<file path="config.mk">
export PLATFORM = sky130hd
export DESIGN_NAME = rv_encoder
export DESIGN_NICKNAME = d
export VERILOG_FILES = /design/src/rtl/rv_encoder.sv
export SDC_FILE = /design/constraint.sdc
export NUM_CORES = 1
export LEC_CHECK = 0
export ABC_AREA = 1
export BUFFER_PORTS_ARGS = -buffer_cell sky130_fd_sc_hd__buf_4
export CORE_UTILIZATION = 56
export DETAILED_ROUTE_END_ITERATION = 6
export PLACE_DENSITY = 0.93
export SLEW_MARGIN = 10
export SYNTH_ARGS = -nofsm -noshare
export SYNTH_HDL_FRONTEND = slang
export SYNTH_SLANG_ARGS = --single-unit
</file>
<file path="constraint.sdc">
create_clock -name clock -period 2.3 [get_ports clock]
set_input_delay 0.46 -clock clock [delete_from_list [all_inputs] [get_ports clock]]
set_output_delay 0.46 -clock clock [all_outputs]
set_load 0.1 [all_outputs]
</file>
<file path="src/rtl/rv_encoder.sv">
// rtl/rv_encoder.sv - RV32I/Zicsr instruction encoder with li pseudo-op expansion
module rv_encoder (
    input  logic        clock,
    input  logic        reset,
    input  logic        in_valid,
    output logic        in_ready,
    input  logic        in_li,
    input  logic [4:0]  in_opcode,
    input  logic [2:0]  in_funct3,
    input  logic [6:0]  in_funct7,
    input  logic [4:0]  in_rd,
    input  logic [4:0]  in_rs1,
    input  logic [4:0]  in_rs2,
    input  logic [31:0] in_imm,
    output logic        out_valid,
    input  logic        out_ready,
    output logic [31:0] out_insn,
    output logic        out_last,
    output logic        err
);
    localparam logic [0:0] ST_IDLE = 1'b0;
    localparam logic [0:0] ST_PEND = 1'b1;

    localparam logic [2:0] FMT_R   = 3'd0;
    localparam logic [2:0] FMT_I   = 3'd1;
    localparam logic [2:0] FMT_S   = 3'd2;
    localparam logic [2:0] FMT_B   = 3'd3;
    localparam logic [2:0] FMT_U   = 3'd4;
    localparam logic [2:0] FMT_J   = 3'd5;
    localparam logic [2:0] FMT_SYS = 3'd6;
    localparam logic [2:0] FMT_BAD = 3'd7;

    localparam logic [6:0] OP_ADDI = 7'b0010011;
    localparam logic [6:0] OP_LUI  = 7'b0110111;
    localparam logic [6:0] OP_SYS  = 7'b1110011;

    logic [0:0]  state;
    logic [31:0] pend_insn;
    logic [6:0]  op7;
    logic [2:0]  fmt;
    logic        fits_i;
    logic        fits_b;
    logic        fits_j;
    logic        low12_zero;
    logic        enc_err;
    logic [31:0] enc_insn;
    logic [19:0] li_hi;
    logic        li_two;
    logic [31:0] li_first;
    logic [31:0] li_second;
    logic        can_load;
    logic        accept;

    assign op7      = {in_opcode, 2'b11};
    assign can_load = !out_valid || out_ready;
    assign in_ready = !reset && (state == ST_IDLE) && can_load;
    assign accept   = in_valid && in_ready;

    always_comb begin
        fmt = FMT_BAD;
        casez (in_opcode)
            5'b011?0:                              fmt = FMT_R;
            5'b00000, 5'b00011, 5'b001?0, 5'b11001: fmt = FMT_I;
            5'b01000:                              fmt = FMT_S;
            5'b11000:                              fmt = FMT_B;
            5'b0?101:                              fmt = FMT_U;
            5'b11011:                              fmt = FMT_J;
            5'b11100:                              fmt = FMT_SYS;
            default:                               fmt = FMT_BAD;
        endcase
    end

    // A value fits an N-bit signed field when every bit above the field's sign bit matches it.
    assign fits_i     = (&in_imm[31:11]) || !(|in_imm[31:11]);
    assign fits_b     = ((&in_imm[31:12]) || !(|in_imm[31:12])) && !in_imm[0];
    assign fits_j     = ((&in_imm[31:20]) || !(|in_imm[31:20])) && !in_imm[0];
    assign low12_zero = !(|in_imm[11:0]);

    always_comb begin
        enc_insn = 32'h0;
        enc_err  = 1'b0;
        case (fmt)
            FMT_R: begin
                enc_insn = {in_funct7, in_rs2, in_rs1, in_funct3, in_rd, op7};
            end
            FMT_I: begin
                enc_insn = {in_imm[11:0], in_rs1, in_funct3, in_rd, op7};
                enc_err  = !fits_i;
            end
            FMT_S: begin
                enc_insn = {in_imm[11:5], in_rs2, in_rs1, in_funct3, in_imm[4:0], op7};
                enc_err  = !fits_i;
            end
            FMT_B: begin
                enc_insn = {in_imm[12], in_imm[10:5], in_rs2, in_rs1, in_funct3,
                            in_imm[4:1], in_imm[11], op7};
                enc_err  = !fits_b;
            end
            FMT_U: begin
                enc_insn = {in_imm[31:12], in_rd, op7};
                enc_err  = !low12_zero;
            end
            FMT_J: begin
                enc_insn = {in_imm[20], in_imm[10:1], in_imm[11], in_imm[19:12], in_rd, op7};
                enc_err  = !fits_j;
            end
            FMT_SYS: begin
                if (in_funct3 == 3'b000) begin
                    enc_insn = {in_imm[11:0], 5'd0, 3'b000, 5'd0, OP_SYS};
                    enc_err  = !fits_i;
                end else begin
                    enc_insn = {in_imm[11:0], in_rs1, in_funct3, in_rd, OP_SYS};
                    enc_err  = (in_funct3 == 3'b100);
                end
            end
            default: begin
                enc_err = 1'b1;
            end
        endcase
    end

    // lo = sext(imm[11:0]) is negative exactly when imm[11] is set, so imm - lo bumps the upper part by one.
    assign li_hi     = in_imm[31:12] + {19'd0, in_imm[11]};
    assign li_two    = !fits_i && !low12_zero;
    assign li_first  = fits_i ? {in_imm[11:0], 5'd0, 3'b000, in_rd, OP_ADDI}
                              : {li_hi, in_rd, OP_LUI};
    assign li_second = {in_imm[11:0], in_rd, 3'b000, in_rd, OP_ADDI};

    always_ff @(posedge clock) begin
        if (reset) begin
            state     <= ST_IDLE;
            pend_insn <= 32'h0;
            out_valid <= 1'b0;
            out_insn  <= 32'h0;
            out_last  <= 1'b0;
            err       <= 1'b0;
        end else begin
            err <= 1'b0;
            if (state == ST_PEND) begin
                if (can_load) begin
                    out_valid <= 1'b1;
                    out_insn  <= pend_insn;
                    out_last  <= 1'b1;
                    state     <= ST_IDLE;
                end
            end else if (accept) begin
                if (in_li) begin
                    out_valid <= 1'b1;
                    out_insn  <= li_first;
                    out_last  <= !li_two;
                    if (li_two) begin
                        pend_insn <= li_second;
                        state     <= ST_PEND;
                    end
                end else if (enc_err) begin
                    err       <= 1'b1;
                    out_valid <= 1'b0;
                end else begin
                    out_valid <= 1'b1;
                    out_insn  <= enc_insn;
                    out_last  <= 1'b1;
                end
            end else if (out_ready) begin
                out_valid <= 1'b0;
            end
        end
    end
endmodule

</file>
==> results.json, run 1 <==
{
  "outcome": "finished, final reports clean",
  "worstSetupPathType": "primary input to flop",
  "rsz0062_at_grt": "no",
  "p_seq_share_pct": 36.1,
  "ios": 103,
  "clkTransAtPathRegs_ps": 110,
  "yosysUniqueCellTypes": 33,
  "vias": 6395,
  "synth_top_cell_by_area": "dfxtp_1",
  "avgSynthCellArea_um2": 5.50,
  "finClkSkew_ps": 13.7,
  "synth-seq-area-share_pct": 22.0,
  "max_freq_mhz": 459,
  "wl_per_cell_um": 14.9,
  "dr.pass1.iters": 7,
  "h-tree-depth": 2,
  "fin_ws_ps": 123,
  "multiInputGateArea_um2": 3260,
  "top_layer_used": "met4",
  "path_max_fanout": 12,
  "cts_setup_buffers": 0,
  "cp-end-kind": "flop",
  "reg2reg_from": "out_valid$_SDFFE_PP0P_",
  "coreArea_um2": 8300,
  "seqCellArea_um2": 1060,
  "ant_nets": 0,
  "required_ps": 2510,
  "grt-ovfl-total": 0,
  "whs_ps": 328,
  "root_buffer": "clkbuf_8",
  "synthesis.nets": 949,
  "cts_buffer_depth": 2,
  "setup_viol": 0,
  "final_cell_count_no_fill": 1100,
  "route.detailed.drc": 0,
  "grt_max_degree": 37,
  "drt_wl_total_mm": 16.3,
  "nNetsFinal": 1064,
  "slew_violations": 0,
  "drt-initial-drc-count": 809,
  "die_x_um": 94.9,
  "p_comb_share_pct": 44.4,
  "tightestPinTransition_ps": 699,
  "p_int_w": 0.00157,
  "hold_buffers": 0,
  "wl_met2_mm": 7.18,
  "wl_met3_mm": 2.02,
  "start_kind": "primary input",
  "dieArea_um2": 9010,
  "netlist_area_um2": 4830,
  "wirelength_met1_mm": 6.36,
  "cts_made_buffers": 5,
  "hpwl_mm": 12.5,
  "period_share_pct": 94.6,
  "synthTopCellsByArea": "dfxtp_1, nand2_1, nor2_1, nand3_1, inv_1",
  "fin_area_um2": 6030,
  "cellPowerDensity_nw_per_um2": 470,
  "arrival_ps": 2380,
  "worstHoldPathCells": 2,
  "antenna_found_initial": 0,
  "r2r-end": "out_insn[31]$_SDFFE_PP0P_",
  "whs_endpoint": "out_valid$_SDFFE_PP0P_",
  "initial_core_util_pct": 58.2,
  "r2r_cells": 9,
  "synth_seq_cells": 53,
  "hold_path_class": "primary input to flop",
  "diodes": 0,
  "grt_pass1_vias": 5559,
  "p_leak_nw": 3.03,
  "place_inst": 1092,
  "final_util_pct": 72.7,
  "rrSetupSlack_ps": 460,
  "io_buffer_count": 102,
  "clock_latency_ps": 320,
  "cts_tree": "built",
  "rows": 33,
  "synth_cells": 879,
  "dpl-instance-area_um2": 5940,
  "yosys_warnings": 0,
  "cap_viol_max_count": 0,
  "area_growth_pct": 24.7,
  "gp_congestion": 1.11,
  "grt_pass1_wl_mm": 26.3,
  "hold_viol": 0,
  "synth_top_area_share_pct": 22.0,
  "fillCellCount": 704,
  "slew_headroom_pct": 53.1,
  "drive_gt1_share_pct": 20.8,
  "vias_per_cell": 5.81,
  "cts.sinks": 53,
  "hold_path_startpoint": "reset",
  "pre_cts_ws_ps": -93.2,
  "layout_min_cycle_time_ps": 2180,
  "track_usage_pct": 37.2,
  "peakVddDrop_v": 0.000294,
  "ctsResizeCount": 0,
  "switchingPower_w": 0.00126,
  "clkPwrFrac_pct": 19.5,
  "die_h_um": 94.9,
  "swShare_pct": 44.5
}
## cell families after synthesis
logic type	Yosys count	synth area share [%]
compound gates	128	15.1
xor+xnor	6	1.09
fa+ha+maj	3	0.777
buf+inv	125	10.9
flops	53	22.0
simple gates	564	50.2
## power by group through the flow
| stage | Clock, W | Combinational [W] | Sequential [W] |
|---|---|---|---|
| floorplan | 0 | 0.000509 | 0.00140 |
| global route | 0.000592 | 0.00134 | 0.00103 |
| global placement | 0 | 0.00122 | 0.00104 |
| CTS | 0.000553 | 0.00124 | 0.00102 |
| finish | 0.000553 | 0.00126 | 0.00102 |
| detailed placement | 0 | 0.00123 | 0.00104 |
## cells in the final DEF (no fill, tap or decap), types with 8 or more instances in the layout
| cell | count |
|---|---|
| inv_1 | 80 |
| a21oi_1 | 34 |
| a21oi_2 | 11 |
| nand2_1 | 268 |
| nand4_1 | 23 |
| dfxtp_1 | 52 |
| buf_4 | 144 |
| nor3_1 | 8 |
| o21ai_0 | 53 |
| nor2_1 | 135 |
| o22ai_1 | 11 |
| nand2_2 | 11 |
| nand3_1 | 93 |
| or2_2 | 10 |
## worst max-delay path by stage
stage,start,to,slack [ps],cells past startpoint
2_1_floorplan,out_valid$_SDFFE_PP0P_,out_insn[13]$_SDFFE_PP0P_,10,10
3_3_place_gp,in_opcode[4],out_insn[10]$_SDFFE_PP0P_,3,13
3_5_place_dp,in_imm[11],pend_insn[25]$_SDFFE_PP0P_,-90,14
4_1_cts,in_imm[11],pend_insn[21]$_SDFFE_PP0P_,190,13
5_1_grt,in_imm[11],pend_insn[21]$_SDFFE_PP0P_,40,13
6_report,in_imm[11],pend_insn[21]$_SDFFE_PP0P_,120,13
## cells in the mapped netlist
cell / instances
nor3_1: 9
ha_1: 3
or2_2: 10
a21boi_0: 5
clkbuf_1: 21
buf_6: 3
nor2_2: 4
nor2_1: 136
o22ai_1: 11
dfxtp_1: 53
nand3_2: 2
inv_1: 80
xor2_1: 6
nand3b_1: 2
nand3_1: 93
buf_1: 2
buf_12: 1
buf_2: 12
nor2_4: 4
a21oi_1: 34
a21oi_2: 11
inv_2: 3
o211ai_1: 6
o21ai_1: 5
o21ai_0: 54
nand4_1: 23
clkinv_1: 2
o31ai_1: 1
nand2_1: 268
nand2_2: 11
buf_4: 1
o21bai_1: 1
nor3_2: 2
## routing by layer
layer  vias up  GRT usage (%)
li1       3066              -
met1      2760           48.7
met2       484           58.5
met3        85           6.36
met4         0           18.7
met5         -              0
## stage by stage
step	power [W]	setup TNS [ps]
2_1_floorplan	0.00191	0
3_3_place_gp	0.00226	0
3_5_place_dp	0.00228	-1390
4_1_cts	0.00281	0
5_1_grt	0.00296	0
6_report	0.00283	0
## critical path, stage by stage
cell and delay (ps):
buf_4 120, ha_1 220, nand2_1 120, nor2_1 80, nand2_1 130, nor2_4 40
nand3_1 80, nand3_1 180, a21oi_1 290, nand2_1 130, buf_4 210, o21ai_0 230
a21oi_1 80
## area by class of cell
type	instances	area share, %
multi-input combinational	701	54.1
clock buffer	5	1.14
timing repair buffer	148	19.3
sequential	53	17.7
clock inverter	3	0.353
inverter	85	5.29
tap	105	2.18
## flip-flops by register name (all words and copies together) (netlist names)
name,flops
out_last,1
state,1
out_valid,1
err,1
out_insn,31
pend_insn,18
Note: power is estimated with default switching activity, not from simulation.
==> run 2: changes to the inputs <==
Settings changed: BUFFER_PORTS_ARGS -buffer_cell sky130_fd_sc_hd__buf_4 to unset, CORE_UTILIZATION 56 to 30, DONT_BUFFER_PORTS set to 1, PLACE_DENSITY 0.93 to 0.55.
==> run 2 against run 1 <==
Combinational power shrank 12%. Core utilization shrank 36 points. Global-route usage shrank 15 points. Via count shrank 9.4%. Clock power grew 50%. Count of clock-buffer cells in the layout grew 1. Critical path depth grew 3. Critical endpoint is now out_insn[12]$_SDFFE_PP0P_. Die area grew 85%. Wire length grew 12%. Design area shrank 4.2%.
==> results.json, run 2 (same netlist as run 1, synthesis figures left out) <==
{
  "peakVddDrop_v": 0.000284,
  "fillCellCount": 1803,
  "cpMaxStageDelayCell": "buf_4",
  "diodes": 0,
  "die_h_um": 129,
  "grt_max_degree": 28,
  "worstSetupPathType": "primary input to flop",
  "gp_congestion": 0.916,
  "largest_register_ffs": 31,
  "period_share_pct": 88.5,
  "dpl-instance-area_um2": 5620,
  "regMostFlops": "out_insn",
  "reg2reg_from": "out_valid$_SDFFE_PP0P_",
  "drt_wl_total_mm": 18.3,
  "rsz0062_at_grt": "no",
  "required_ps": 2500,
  "initial_core_util_pct": 30.5,
  "root_buffer": "clkbuf_16",
  "p_leak_nw": 2.77,
  "hold_viol": 0,
  "p_total_w": 0.00296,
  "hold_buffers": 0,
  "die_x_um": 129,
  "ctsResizeCount": 0,
  "arrival_ps": 2240,
  "cts_made_buffers": 5,
  "wl_per_cell_um": 15.9,
  "cap_viol_max_count": 0,
  "slew_headroom_pct": 63.5,
  "coreArea_um2": 15800,
  "tightestPinTransition_ps": 546,
  "cellPowerDensity_nw_per_um2": 512,
  "path_cells": "ha_1 -> nand2_1 -> buf_4 -> nor2_2 -> nand2_2 -> nor2_4 -> nand2_2 -> nand2_2 -> nor2_1 -> nor2_2 -> nand3_2 -> nand2_2 -> buf_4 -> nand3_1 -> nand2_1 -> nor2_1",
  "nNetsFinal": 1004,
  "slew_violations": 0,
  "drive_gt1_share_pct": 15.7,
  "clkTransAtPathRegs_ps": 70,
  "finClkSkew_ps": 3.56,
  "whs_ps": 210,
  "grt_pass1_vias": 5206,
  "r2r_cells": 9,
  "largestRegisters": "out_insn x31, pend_insn x18",
  "vias_per_cell": 5.04,
  "path_max_fanout": 12,
  "antenna_found_initial": 0,
  "track_usage_pct": 22.2,
  "cts_setup_buffers": 0,
  "path_common_cell": "nand2_2",
  "cts.sinks": 53,
  "layout.cells.most_common": "nand2_1",
  "route.detailed.drc": 0,
  "r2r-end": "out_insn[22]$_SDFFE_PP0P_",
  "cts_tree": "built",
  "rrSetupSlack_ps": 590,
  "start_kind": "primary input",
  "dieArea_um2": 16600,
  "setup_viol": 0,
  "hold_path_class": "primary input to flop",
  "drt-initial-drc-count": 385,
  "grt-ovfl-total": 0,
  "ios": 103,
  "critPathCapture": "out_insn[12]$_SDFFE_PP0P_",
  "vias": 5795,
  "layout_min_cycle_time_ps": 2040,
  "fin_ws_ps": 264,
  "max_freq_mhz": 491,
  "cts_buffer_depth": 2,
  "outcome": "finished, final reports clean",
  "fin_area_um2": 5780,
  "crit_path_start": "in_imm[11]",
  "grt_pass1_wl_mm": 28.3,
  "h-tree-depth": 2,
  "clock_latency_ps": 300,
  "cp-end-kind": "flop",
  "dr.pass1.iters": 5,
  "area_growth_pct": 19.6,
  "critPathMaxStageDelay_ps": 210,
  "hpwl_mm": 14.6,
  "ant_nets": 0,
  "pre_cts_ws_ps": -37.4,
  "io_buffer_count": 0,
  "rows": 46,
  "layout_common_cells": "nand2_1, nor2_1, nand3_1, buf_4, inv_1"
}
[run 2: per-layer routing]
layer  routed length [µm]  track usage, %  share of wire (%)  up-vias
li1                     -               -                  -     2944
met1                 8120            29.7                 44     2601
met2                 8130            34.7                 44      225
met3                 1620            5.95                8.8       25
met4                  412            6.44                2.3        0
met5                    0               0                  0        -
[run 2: how the worst min path moves through the flow]
stage / to / slack (ps) / start / depth (start not counted)
2_1_floorplan: pend_insn[21]$_SDFFE_PP0P_ / 430 / pend_insn[21]$_SDFFE_PP0P_ / 2
3_3_place_gp: out_last$_SDFFE_PP0P_ / 440 / out_last$_SDFFE_PP0P_ / 2
3_5_place_dp: out_last$_SDFFE_PP0P_ / 440 / out_last$_SDFFE_PP0P_ / 2
4_1_cts: out_valid$_SDFFE_PP0P_ / 200 / reset / 1
5_1_grt: out_valid$_SDFFE_PP0P_ / 210 / reset / 1
6_report: out_valid$_SDFFE_PP0P_ / 210 / reset / 1
[run 2: power breakdown]
part	total [W]	internal [W]	switching, W
combinational	0.00111	0.000303	0.000812
sequential	0.00101	0.000985	0.0000285
clock	0.000829	0.000463	0.000365
total	0.00296	0.00175	0.00121
[run 2: worst max-delay path, delay by kind of cell]
family        cells  cell delay [ps]
buf+inv           2              350
simple gates     13             1270
fa+ha+maj         1              150
[run 2: area by class of cell]
cell class	instances	area (µm²)	share of cell area [%]
Sequential cell	53	1070	18.4
Tap cell	216	270	4.68
Clock buffer	6	150	2.60
Inverter	85	319	5.52
Timing Repair Buffer	88	698	12.1
Clock inverter	1	5.00	0.0866
Multi-Input combinational cell	701	3270	56.6
[run 2: through the flow]
step | cells | setup TNS (ps) | utilization (%)
floorplan | 879 | 0 | -
global placement | 1143 | 0 | 35.5
detailed placement | 1143 | -605 | 35.5
CTS | 1150 | 0 | 36.5
global route | 1150 | 0 | 36.5
finish | 1150 | 0 | 36.5
